`src/rtl/desynk_pkg.sv`:
```
// Shared types and default parameter values for the desynk clock-glitch sequencer.
package desynk_pkg;

   typedef enum logic [2:0] {
      StOff,
      StBoot,
      StWaitRdy,
      StArm,
      StGlitch,
      StCheck,
      StDone
   } state_e;

   localparam int unsigned DefClkDiv       = 2;
   localparam int unsigned DefDelayMax     = 15;
   localparam int unsigned DefReadyTimeout = 32;
   localparam int unsigned DefOffCycles    = 4;
   localparam int unsigned DefCheckCycles  = 8;

   function automatic int unsigned max_u(input int unsigned a, input int unsigned b);
      return (a > b) ? a : b;
   endfunction

endpackage

```
`src/rtl/desynk_clkgen.sv`:
```
// Target clock divider: 50% duty, restartable, gateable, and able to swallow one rising edge.
module desynk_clkgen
   import desynk_pkg::*;
#(
   parameter int unsigned CLK_DIV = DefClkDiv
) (
   input  logic clk,
   input  logic i_rst,
   input  logic i_restart,
   input  logic i_gate,
   input  logic i_drop,
   output logic o_tclk,
   output logic o_wrap
);

   localparam int unsigned CntW = $clog2(CLK_DIV);
   localparam logic [CntW-1:0] CntMax = CntW'(CLK_DIV - 1);
   localparam logic [CntW-1:0] Half   = CntW'(CLK_DIV / 2);

   logic [CntW-1:0] r_cnt;
   logic [CntW-1:0] w_cnt_nxt;
   logic            r_tclk;
   logic            r_drop;
   logic            w_wrap;
   logic            w_drop_nxt;

   // A wrap is the point where the next target period (and its rising edge) begins.
   assign w_wrap     = (r_cnt == CntMax);
   assign w_cnt_nxt  = w_wrap ? '0 : r_cnt + 1'b1;
   assign w_drop_nxt = w_wrap ? i_drop : r_drop;

   always_ff @(posedge clk) begin
      if (i_rst) begin
         r_cnt  <= '0;
         r_tclk <= 1'b0;
         r_drop <= 1'b0;
      end else if (i_restart) begin
         r_cnt  <= '0;
         r_tclk <= 1'b1;
         r_drop <= 1'b0;
      end else begin
         r_cnt  <= w_cnt_nxt;
         r_drop <= w_drop_nxt;
         r_tclk <= !i_gate && !w_drop_nxt && (w_cnt_nxt < Half);
      end
   end

   assign o_tclk = r_tclk;
   assign o_wrap = w_wrap;

endmodule

```
`src/rtl/desynk.sv`:
```
// Clock-glitch sweep controller. Define DESYNK_POWER_CYCLE_EN to power-cycle the target
// after every failed attempt; otherwise retries go straight back to soft-reset boot.
module desynk
   import desynk_pkg::*;
#(
   parameter int unsigned CLK_DIV       = DefClkDiv,
   parameter int unsigned DELAY_MAX     = DefDelayMax,
   parameter int unsigned READY_TIMEOUT = DefReadyTimeout,
   parameter int unsigned OFF_CYCLES    = DefOffCycles,
   parameter int unsigned CHECK_CYCLES  = DefCheckCycles
) (
   input  logic clk,
   input  logic io_reset,
   output logic io_target_clk,
   output logic io_target_reset,
   output logic io_target_power,
   output logic io_target_throttle,
   input  logic io_target_ready,
   input  logic io_target_success
);

`ifdef DESYNK_POWER_CYCLE_EN
   localparam bit PowerCycle = 1'b1;
`else
   localparam bit PowerCycle = 1'b0;
`endif

   localparam state_e RetryState = PowerCycle ? StOff : StBoot;

   localparam int unsigned DelayW = (DELAY_MAX > 0) ? $clog2(DELAY_MAX + 1) : 1;
   localparam int unsigned CntTop = max_u(max_u(OFF_CYCLES, 2 * CLK_DIV),
                                          max_u(max_u(READY_TIMEOUT, CHECK_CYCLES),
                                                DELAY_MAX + 1));
   localparam int unsigned CntW   = $clog2(CntTop);

   localparam logic [CntW-1:0]   OffLast  = CntW'(OFF_CYCLES - 1);
   localparam logic [CntW-1:0]   BootLast = CntW'(2 * CLK_DIV - 1);
   localparam logic [CntW-1:0]   RdyLast  = CntW'(READY_TIMEOUT - 1);
   localparam logic [CntW-1:0]   ChkLast  = CntW'(CHECK_CYCLES - 1);
   localparam logic [DelayW-1:0] DelayTop = DelayW'(DELAY_MAX);

   state_e            r_state;
   logic [CntW-1:0]   r_cnt;
   logic [DelayW-1:0] r_delay;
   logic              r_power;
   logic              r_treset;
   logic              r_throttle;

   logic            w_wrap;
   logic            w_restart;
   logic            w_gate;
   logic            w_drop;
   logic            w_retry;
   logic [CntW-1:0] w_delay_ext;

   assign w_delay_ext = CntW'(r_delay);
   assign w_restart   = (r_state == StOff) && (r_cnt == OffLast);
   assign w_retry     = ((r_state == StWaitRdy) && !io_target_ready && (r_cnt == RdyLast)) ||
                        ((r_state == StCheck) && !io_target_success && (r_cnt == ChkLast));
   // Gate one cycle early on a retry into OFF so the registered clock is already low there.
   assign w_gate      = (r_state == StOff) || (PowerCycle && w_retry);
   assign w_drop      = (r_state == StArm) && (r_cnt == w_delay_ext);

   desynk_clkgen #(
      .CLK_DIV(CLK_DIV)
   ) u_clkgen (
      .clk      (clk),
      .i_rst    (io_reset),
      .i_restart(w_restart),
      .i_gate   (w_gate),
      .i_drop   (w_drop),
      .o_tclk   (io_target_clk),
      .o_wrap   (w_wrap)
   );

   always_ff @(posedge clk) begin
      if (io_reset) begin
         r_state    <= StOff;
         r_cnt      <= '0;
         r_delay    <= '0;
         r_power    <= 1'b0;
         r_treset   <= 1'b1;
         r_throttle <= 1'b0;
      end else begin
         unique case (r_state)
            StOff: begin
               if (w_restart) begin
                  r_state <= StBoot;
                  r_cnt   <= '0;
                  r_power <= 1'b1;
               end else begin
                  r_cnt <= r_cnt + 1'b1;
               end
            end
            StBoot: begin
               if (r_cnt == BootLast) begin
                  r_state  <= StWaitRdy;
                  r_cnt    <= '0;
                  r_treset <= 1'b0;
               end else begin
                  r_cnt <= r_cnt + 1'b1;
               end
            end
            StWaitRdy: begin
               if (io_target_ready) begin
                  r_state    <= StArm;
                  r_cnt      <= '0;
                  r_throttle <= 1'b1;
               end else if (w_retry) begin
                  r_state  <= RetryState;
                  r_cnt    <= '0;
                  r_power  <= !PowerCycle;
                  r_treset <= 1'b1;
               end else begin
                  r_cnt <= r_cnt + 1'b1;
               end
            end
            // Count real rising edges; the wrap after the last one is swallowed by the divider.
            StArm: begin
               if (w_wrap) begin
                  if (r_cnt == w_delay_ext) begin
                     r_state <= StGlitch;
                     r_cnt   <= '0;
                  end else begin
                     r_cnt <= r_cnt + 1'b1;
                  end
               end
            end
            StGlitch: begin
               if (w_wrap) begin
                  r_state    <= StCheck;
                  r_cnt      <= '0;
                  r_throttle <= 1'b0;
               end
            end
            StCheck: begin
               if (io_target_success) begin
                  r_state <= StDone;
                  r_cnt   <= '0;
               end else if (w_retry) begin
                  r_delay  <= (r_delay == DelayTop) ? '0 : r_delay + 1'b1;
                  r_state  <= RetryState;
                  r_cnt    <= '0;
                  r_power  <= !PowerCycle;
                  r_treset <= 1'b1;
               end else begin
                  r_cnt <= r_cnt + 1'b1;
               end
            end
            StDone: begin
               r_state <= StDone;
            end
            default: begin
               r_state <= StOff;
            end
         endcase
      end
   end

   assign io_target_power    = r_power;
   assign io_target_reset    = r_treset;
   assign io_target_throttle = r_throttle;

endmodule

```
`config.mk`:
```
export PLATFORM = sky130hd
export DESIGN_NAME = desynk
export DESIGN_NICKNAME = d
export VERILOG_FILES = /design/src/rtl/desynk_pkg.sv /design/src/rtl/desynk_clkgen.sv /design/src/rtl/desynk.sv
export SDC_FILE = /design/constraint.sdc
export NUM_CORES = 1
export LEC_CHECK = 0
export CORE_MARGIN = 2
export CORE_UTILIZATION = 30
export DETAILED_ROUTE_END_ITERATION = 10
export SLEW_MARGIN = 20
export SYNTH_ARGS = -nofsm -noshare
export SYNTH_HDL_FRONTEND = slang
export SYNTH_SLANG_ARGS = --single-unit
```
`constraint.sdc`:
```
create_clock -name clk -period 4 [get_ports clk]
set_clock_uncertainty 0.2 [all_clocks]
set_input_delay 0.6 -clock clk [delete_from_list [all_inputs] [get_ports clk]]
set_output_delay 0.6 -clock clk [all_outputs]
set_load 0.005 [all_outputs]
```
After elaboration in Yosys (flattened, before gate mapping)
Index checks and enable logic that the tools add are counted.
{"block": "totals", "out_inout_bits": 4, "ff_bits": 18, "in_bits": 4}
{"block": "op_classes", "bitwise": 1, "n_addsub": 3, "magnitude_cmp": 1, "reduce_logical": 25, "mux": 35, "n_eq_ne": 19}
{"operator": "$mux W5", "n": 8}
{"operator": "$pmux W5 S6", "n": 1}
{"operator": "$mux W3", "n": 8}
{"operator": "$pmux W3 S7", "n": 1}
{"operator": "$mux W1", "n": 13}
{"operator": "$eq A3 B3 Y1 const B", "n": 3}
{"operator": "$reduce_and A3 Y1", "n": 3}
{"operator": "$logic_and A1 B1 Y1", "n": 8}
{"operator": "$ne A2 B1 Y1 const B", "n": 4}
{"operator": "$ne A2 B2 Y1 const B", "n": 4}
{"operator": "$reduce_and A4 Y1", "n": 2}
{"operator": "$eq A3 B2 Y1 const B", "n": 2}
{"operator": "$pmux W1 S3", "n": 2}
{"operator": "$reduce_bool A3 Y1", "n": 2}
{"operator": "$reduce_bool A6 Y1", "n": 1}
{"operator": "$add A5 B1 Y5 const B", "n": 1}
{"operator": "$eq A5 B2 Y1 const B", "n": 1}
{"operator": "$eq A5 B3 Y1 const B", "n": 1}
{"operator": "$eq A5 B4 Y1", "n": 1}
{"operator": "$eq A5 B5 Y1 const B", "n": 1}
{"operator": "$reduce_and A5 Y1", "n": 1}
{"operator": "$add A4 B1 Y4 const B", "n": 1}
{"operator": "$eq A4 B4 Y1 const B", "n": 1}
{"operator": "$logic_not A1 Y1", "n": 4}
{"operator": "other kinds (10)", "n": 10}

Depth between registers and ports, before layout
{"block": "depth", "ltp_word": 7, "depth_mapped": 8, "depth_no_buf": 8}

Modules after synthesis
Synthesis repeated with hierarchy kept, for this count alone.
{"block": "hier_totals", "cells_unflattened": 124, "area_unflattened_um2": 1092.3}
{"module": "desynk", "instances": 1, "cells_each": 118, "area_per_inst_um2": 1029.7}
{"module": "desynk_clkgen", "instances": 1, "cells_each": 6, "area_per_inst_um2": 62.6}

Least setup slack after synthesis
OpenSTA, ideal clock, no wires.
{"block": "synth_timing", "path_kind": "reg2reg", "startpoint": "reg r_cnt[0]", "endpoint": "reg r_cnt[0]", "slack_ns": 2.203, "setup_ns": 0.121, "n_path_buf": 0, "stages_incl_launch_ff": 9, "period_less_slack_ns": 1.797, "required_time_ns": 3.679, "arrival_time_ns": 1.476, "path_cell_list": "dfxtp_1 ha_1 and3_2 ha_1 nor2_1 a22oi_1 nand4_1 o21ai_2 nor2_1"}
{"block": "synth_between", "elab_chain_len": 6, "elab_cells_between_ends": 17, "classes_between": "add/sub: 1; eq/ne: 4; mux: 8; reduce/logical: 4"}
{"item": "from (decl)", "line": "desynk.sv:43", "text": "logic [CntW-1:0] r_cnt;"}
{"item": "from (signal assigned)", "line": "desynk.sv:92", "text": "r_cnt <= r_cnt + 1'b1;"}
{"item": "from (signal assigned)", "line": "desynk.sv:101", "text": "r_cnt <= r_cnt + 1'b1;"}
{"item": "from (signal assigned)", "line": "desynk.sv:115", "text": "r_cnt <= r_cnt + 1'b1;"}
{"item": "parallel branches: the longest is 5 deep, another holds $add A5 B1 Y5"}
{"item": "$pmux W5 S6 *", "line": "desynk.sv:85", "text": "unique case (r_state)"}
Every way passes the cells marked *. The select of a mux whose other input is x is not followed.
A chain may end at the register's enable or synchronous reset.

==> impl_metrics.csv <==
group,metric,value,unit
routing,drt-vias-per-instance,5.10,
clock_network,post_cts_buffers,0,
hold_path,worstHoldStart,"r_delay[1]$_SDFFE_PP0P_",
clock_network,holdBufCountCts,0,
floorplanning,ios,8,
clock_network,worst_skew_pair.late_latency,0.28,ns
routing,routed_wl,2.15,mm
run,drv_cap,0,
critical_path,crit_required,3.98,ns
synth,ys_seq_area_share,33.0,%
synth,syn_avg_cell_area,8.17,um^2
critical_path,worstPathMaxFanout,17,
synth,synth_area,1030,um^2
final_layout,diodes,0,
sta,fmax,440,MHz
routing,antenna_left,0,
floorplanning,design.die.area,3920,um^2
grt,grt_pass1_vias,853,
clock_network,post_cts_resized,0,
sta,rsz0062_at_grt,"no",
placement,gp_congestion,0.789,
sta,max_slew_margin,59.9,%
routing,drt-initial-drc-count,53,
grt,antenna_found_initial,0,
final_layout,area_growth,12.2,%
placement,place_area,1130,um^2
final_layout,final_nets,139,
sta,tns,0,ns
synth,synth_edf_count,0,
floorplanning,rows,21,
sta,fin_hold_ws,0.323,ns
hold_path,holdCritPathClass,"flop to flop",
final_layout,drive_above_1_share,9.16,%
clock_network,cts_buffers,3,
critical_path,crit_start,"io_reset",
power_and_ir_drop,p_leak,0.410,nW
grt,grt_max_degree,18,
floorplanning,core,3310,um^2
synth,yosys_warnings,0,
synth,synth_ff_type,"dfxtp_1",
floorplanning,die_h,62.6,um
routing,drcViolationCount,0,
synth,syn_nets,133,
clock_network,h-tree-depth,1,
critical_path,r2r-start,"r_cnt[0]$_SDFFE_PP0P_",
routing,wl_per_cell,12.2,um
grt,grt_pass1_wl,3.88,mm
sta,period_share,56.9,%
sta,slew_viol_final,0,
critical_path,critical_path_class,"primary input to flop",
routing,drt-pass1-iter-count,4,
outcome,status,"complete, no violations",
clock_network,tritoncts,"yes",
routing,via_count,902,
clock_network,cts.clk_slew.worst_paths,0.09,ns
critical_path,arrival,2.25,ns
placement,port_buffers,7,
floorplanning,die_x,62.6,um
sta,timing_hold_violations_final,0,
synth,synth_cell_types,41,
grt,track_usage,12.2,%
synth,synth-seq-cells,17,
sta,tightest_slew,0.599,ns
synth,netlist_instances,126,
sta,min_period,2.28,ns
power_and_ir_drop,power_density,293,nW/um^2
synth,synthArstFlopShare,0,%
critical_path,cp-start-kind,"primary input",
sta,setup_viol,0,
clock_network,clockRootBuffer,"clkbuf_4",
placement,post-dp-hpwl,1.60,mm
final_layout,final_util,34.9,%
power_and_ir_drop,peakVddDrop,0.102,mV
clock_network,cts_num_sinks,17,
final_layout,n_fill_cell,372,
critical_path,end_kind,"flop",
grt,grt_overflow_total,0,
floorplanning,initial_utilization,31.1,%
final_layout,design_area,1150,um^2
clock_network,cts.path.max_buffers,2,
## metrics by stage
stage                     setup WS [ns]  cells  total power, mW
after floorplan                    2.20    126            0.233
after global placement             1.46    173            0.249
after detailed placement           1.43    173            0.250
after CTS                          1.73    177            0.340
after global routing               1.60    177            0.359
final                              1.72    177            0.338
## layout make-up
type	count	area [um^2]	share of cell area (%)
Tap cell	46	57.6	4.98
Sequential cell	17	340	29.5
Clock buffer	4	26.3	2.28
Inverter	2	7.51	0.650
Timing Repair Buffer	7	70.1	6.07
Multi-Input combinational cell	101	653	56.6
## metal layers
| layer | vias to the layer above | GRT usage [%] | part of all wire, % |
|---|---|---|---|
| met5 | - | 0 | 0 |
| li1 | 468 | - | - |
| met4 | 0 | 5.83 | 2.0 |
| met1 | 400 | 17.8 | 50 |
| met2 | 30 | 17.3 | 42 |
| met3 | 4 | 1.80 | 5.6 |
## cell families (layout without fill, tap and decap cells)
group	count (synthesis)	in the layout	synth area share [%]
adder cells (fa/ha/maj)	3	3	3.65
buffers and inverters	8	13	3.52
AND/OR/NAND/NOR	56	56	29.8
XOR/XNOR	8	8	6.80
multiplexers	2	2	1.94
AO/OA/AOI/OAI	32	32	21.3
flip-flops	17	17	33.1
## cells in the final DEF (no fill, tap or decap), drive strengths merged, types with 3 or more instances in the layout
cell type,n
and3,4
dfxtp,17
a21oi,9
clkdlybuf4s50,7
ha,3
nor3,8
xor2,8
o21ai,8
clkbuf,4
nor2,15
nand2,10
nand2b,3
## path summary, 6_finish.rpt
path / cells past startpoint / to / slack [ns]
max: 6 / r_cnt[3]$_SDFFE_PP0P_ / 1.72
min: 2 / r_delay[1]$_SDFFE_PP0P_ / 0.32
max reg2reg: 5 / u_clkgen.o_tclk$_SDFF_PP0_ / 1.85
min reg2reg: 2 / r_delay[1]$_SDFFE_PP0P_ / 0.32
## synth_stat cells, types with 2 or more instances
| library cell | number | area, um^2 |
|---|---|---|
| a21oi_1 | 9 | 45.0 |
| a31oi_1 | 2 | 12.5 |
| and3_1 | 2 | 12.5 |
| and3_2 | 2 | 15.0 |
| buf_2 | 5 | 25.0 |
| dfxtp_1 | 17 | 340 |
| ha_1 | 3 | 37.5 |
| inv_1 | 2 | 7.51 |
| mux2i_1 | 2 | 20.0 |
| nand2_1 | 10 | 37.5 |
| nand2b_1 | 3 | 18.8 |
| nand3_1 | 2 | 10.0 |
| nand3b_1 | 2 | 15.0 |
| nor2_1 | 15 | 56.3 |
| nor3_1 | 8 | 40.0 |
| nor3b_1 | 2 | 15.0 |
| nor4b_1 | 2 | 17.5 |
| o211ai_1 | 2 | 15.0 |
| o21ai_0 | 5 | 25.0 |
| o21ai_2 | 2 | 17.5 |
| o21bai_1 | 2 | 15.0 |
| xor2_1 | 8 | 70.1 |
## critical path: stages
cell and delay (ns):
clkdlybuf4s50_1 0.85, o21ai_0 0.16, a22oi_1 0.22, nand4_1 0.13, o21ai_2 0.22, nor2_1 0.07
## flip-flops by register name, indices dropped and copies added, names as in the netlist
register	flops
io_target_power	1
io_target_reset	1
io_target_throttle	1
r_cnt	5
r_delay	4
r_state	3
u_clkgen.o_tclk	1
u_clkgen.o_wrap	1
## power by group
group / switching, mW / internal (mW)
Clock: 0.0526 / 0.0387
Combinational: 0.0270 / 0.0257
Sequential: 0.0156 / 0.178
Total: 0.0952 / 0.243
(Power assumes the default switching activity.)
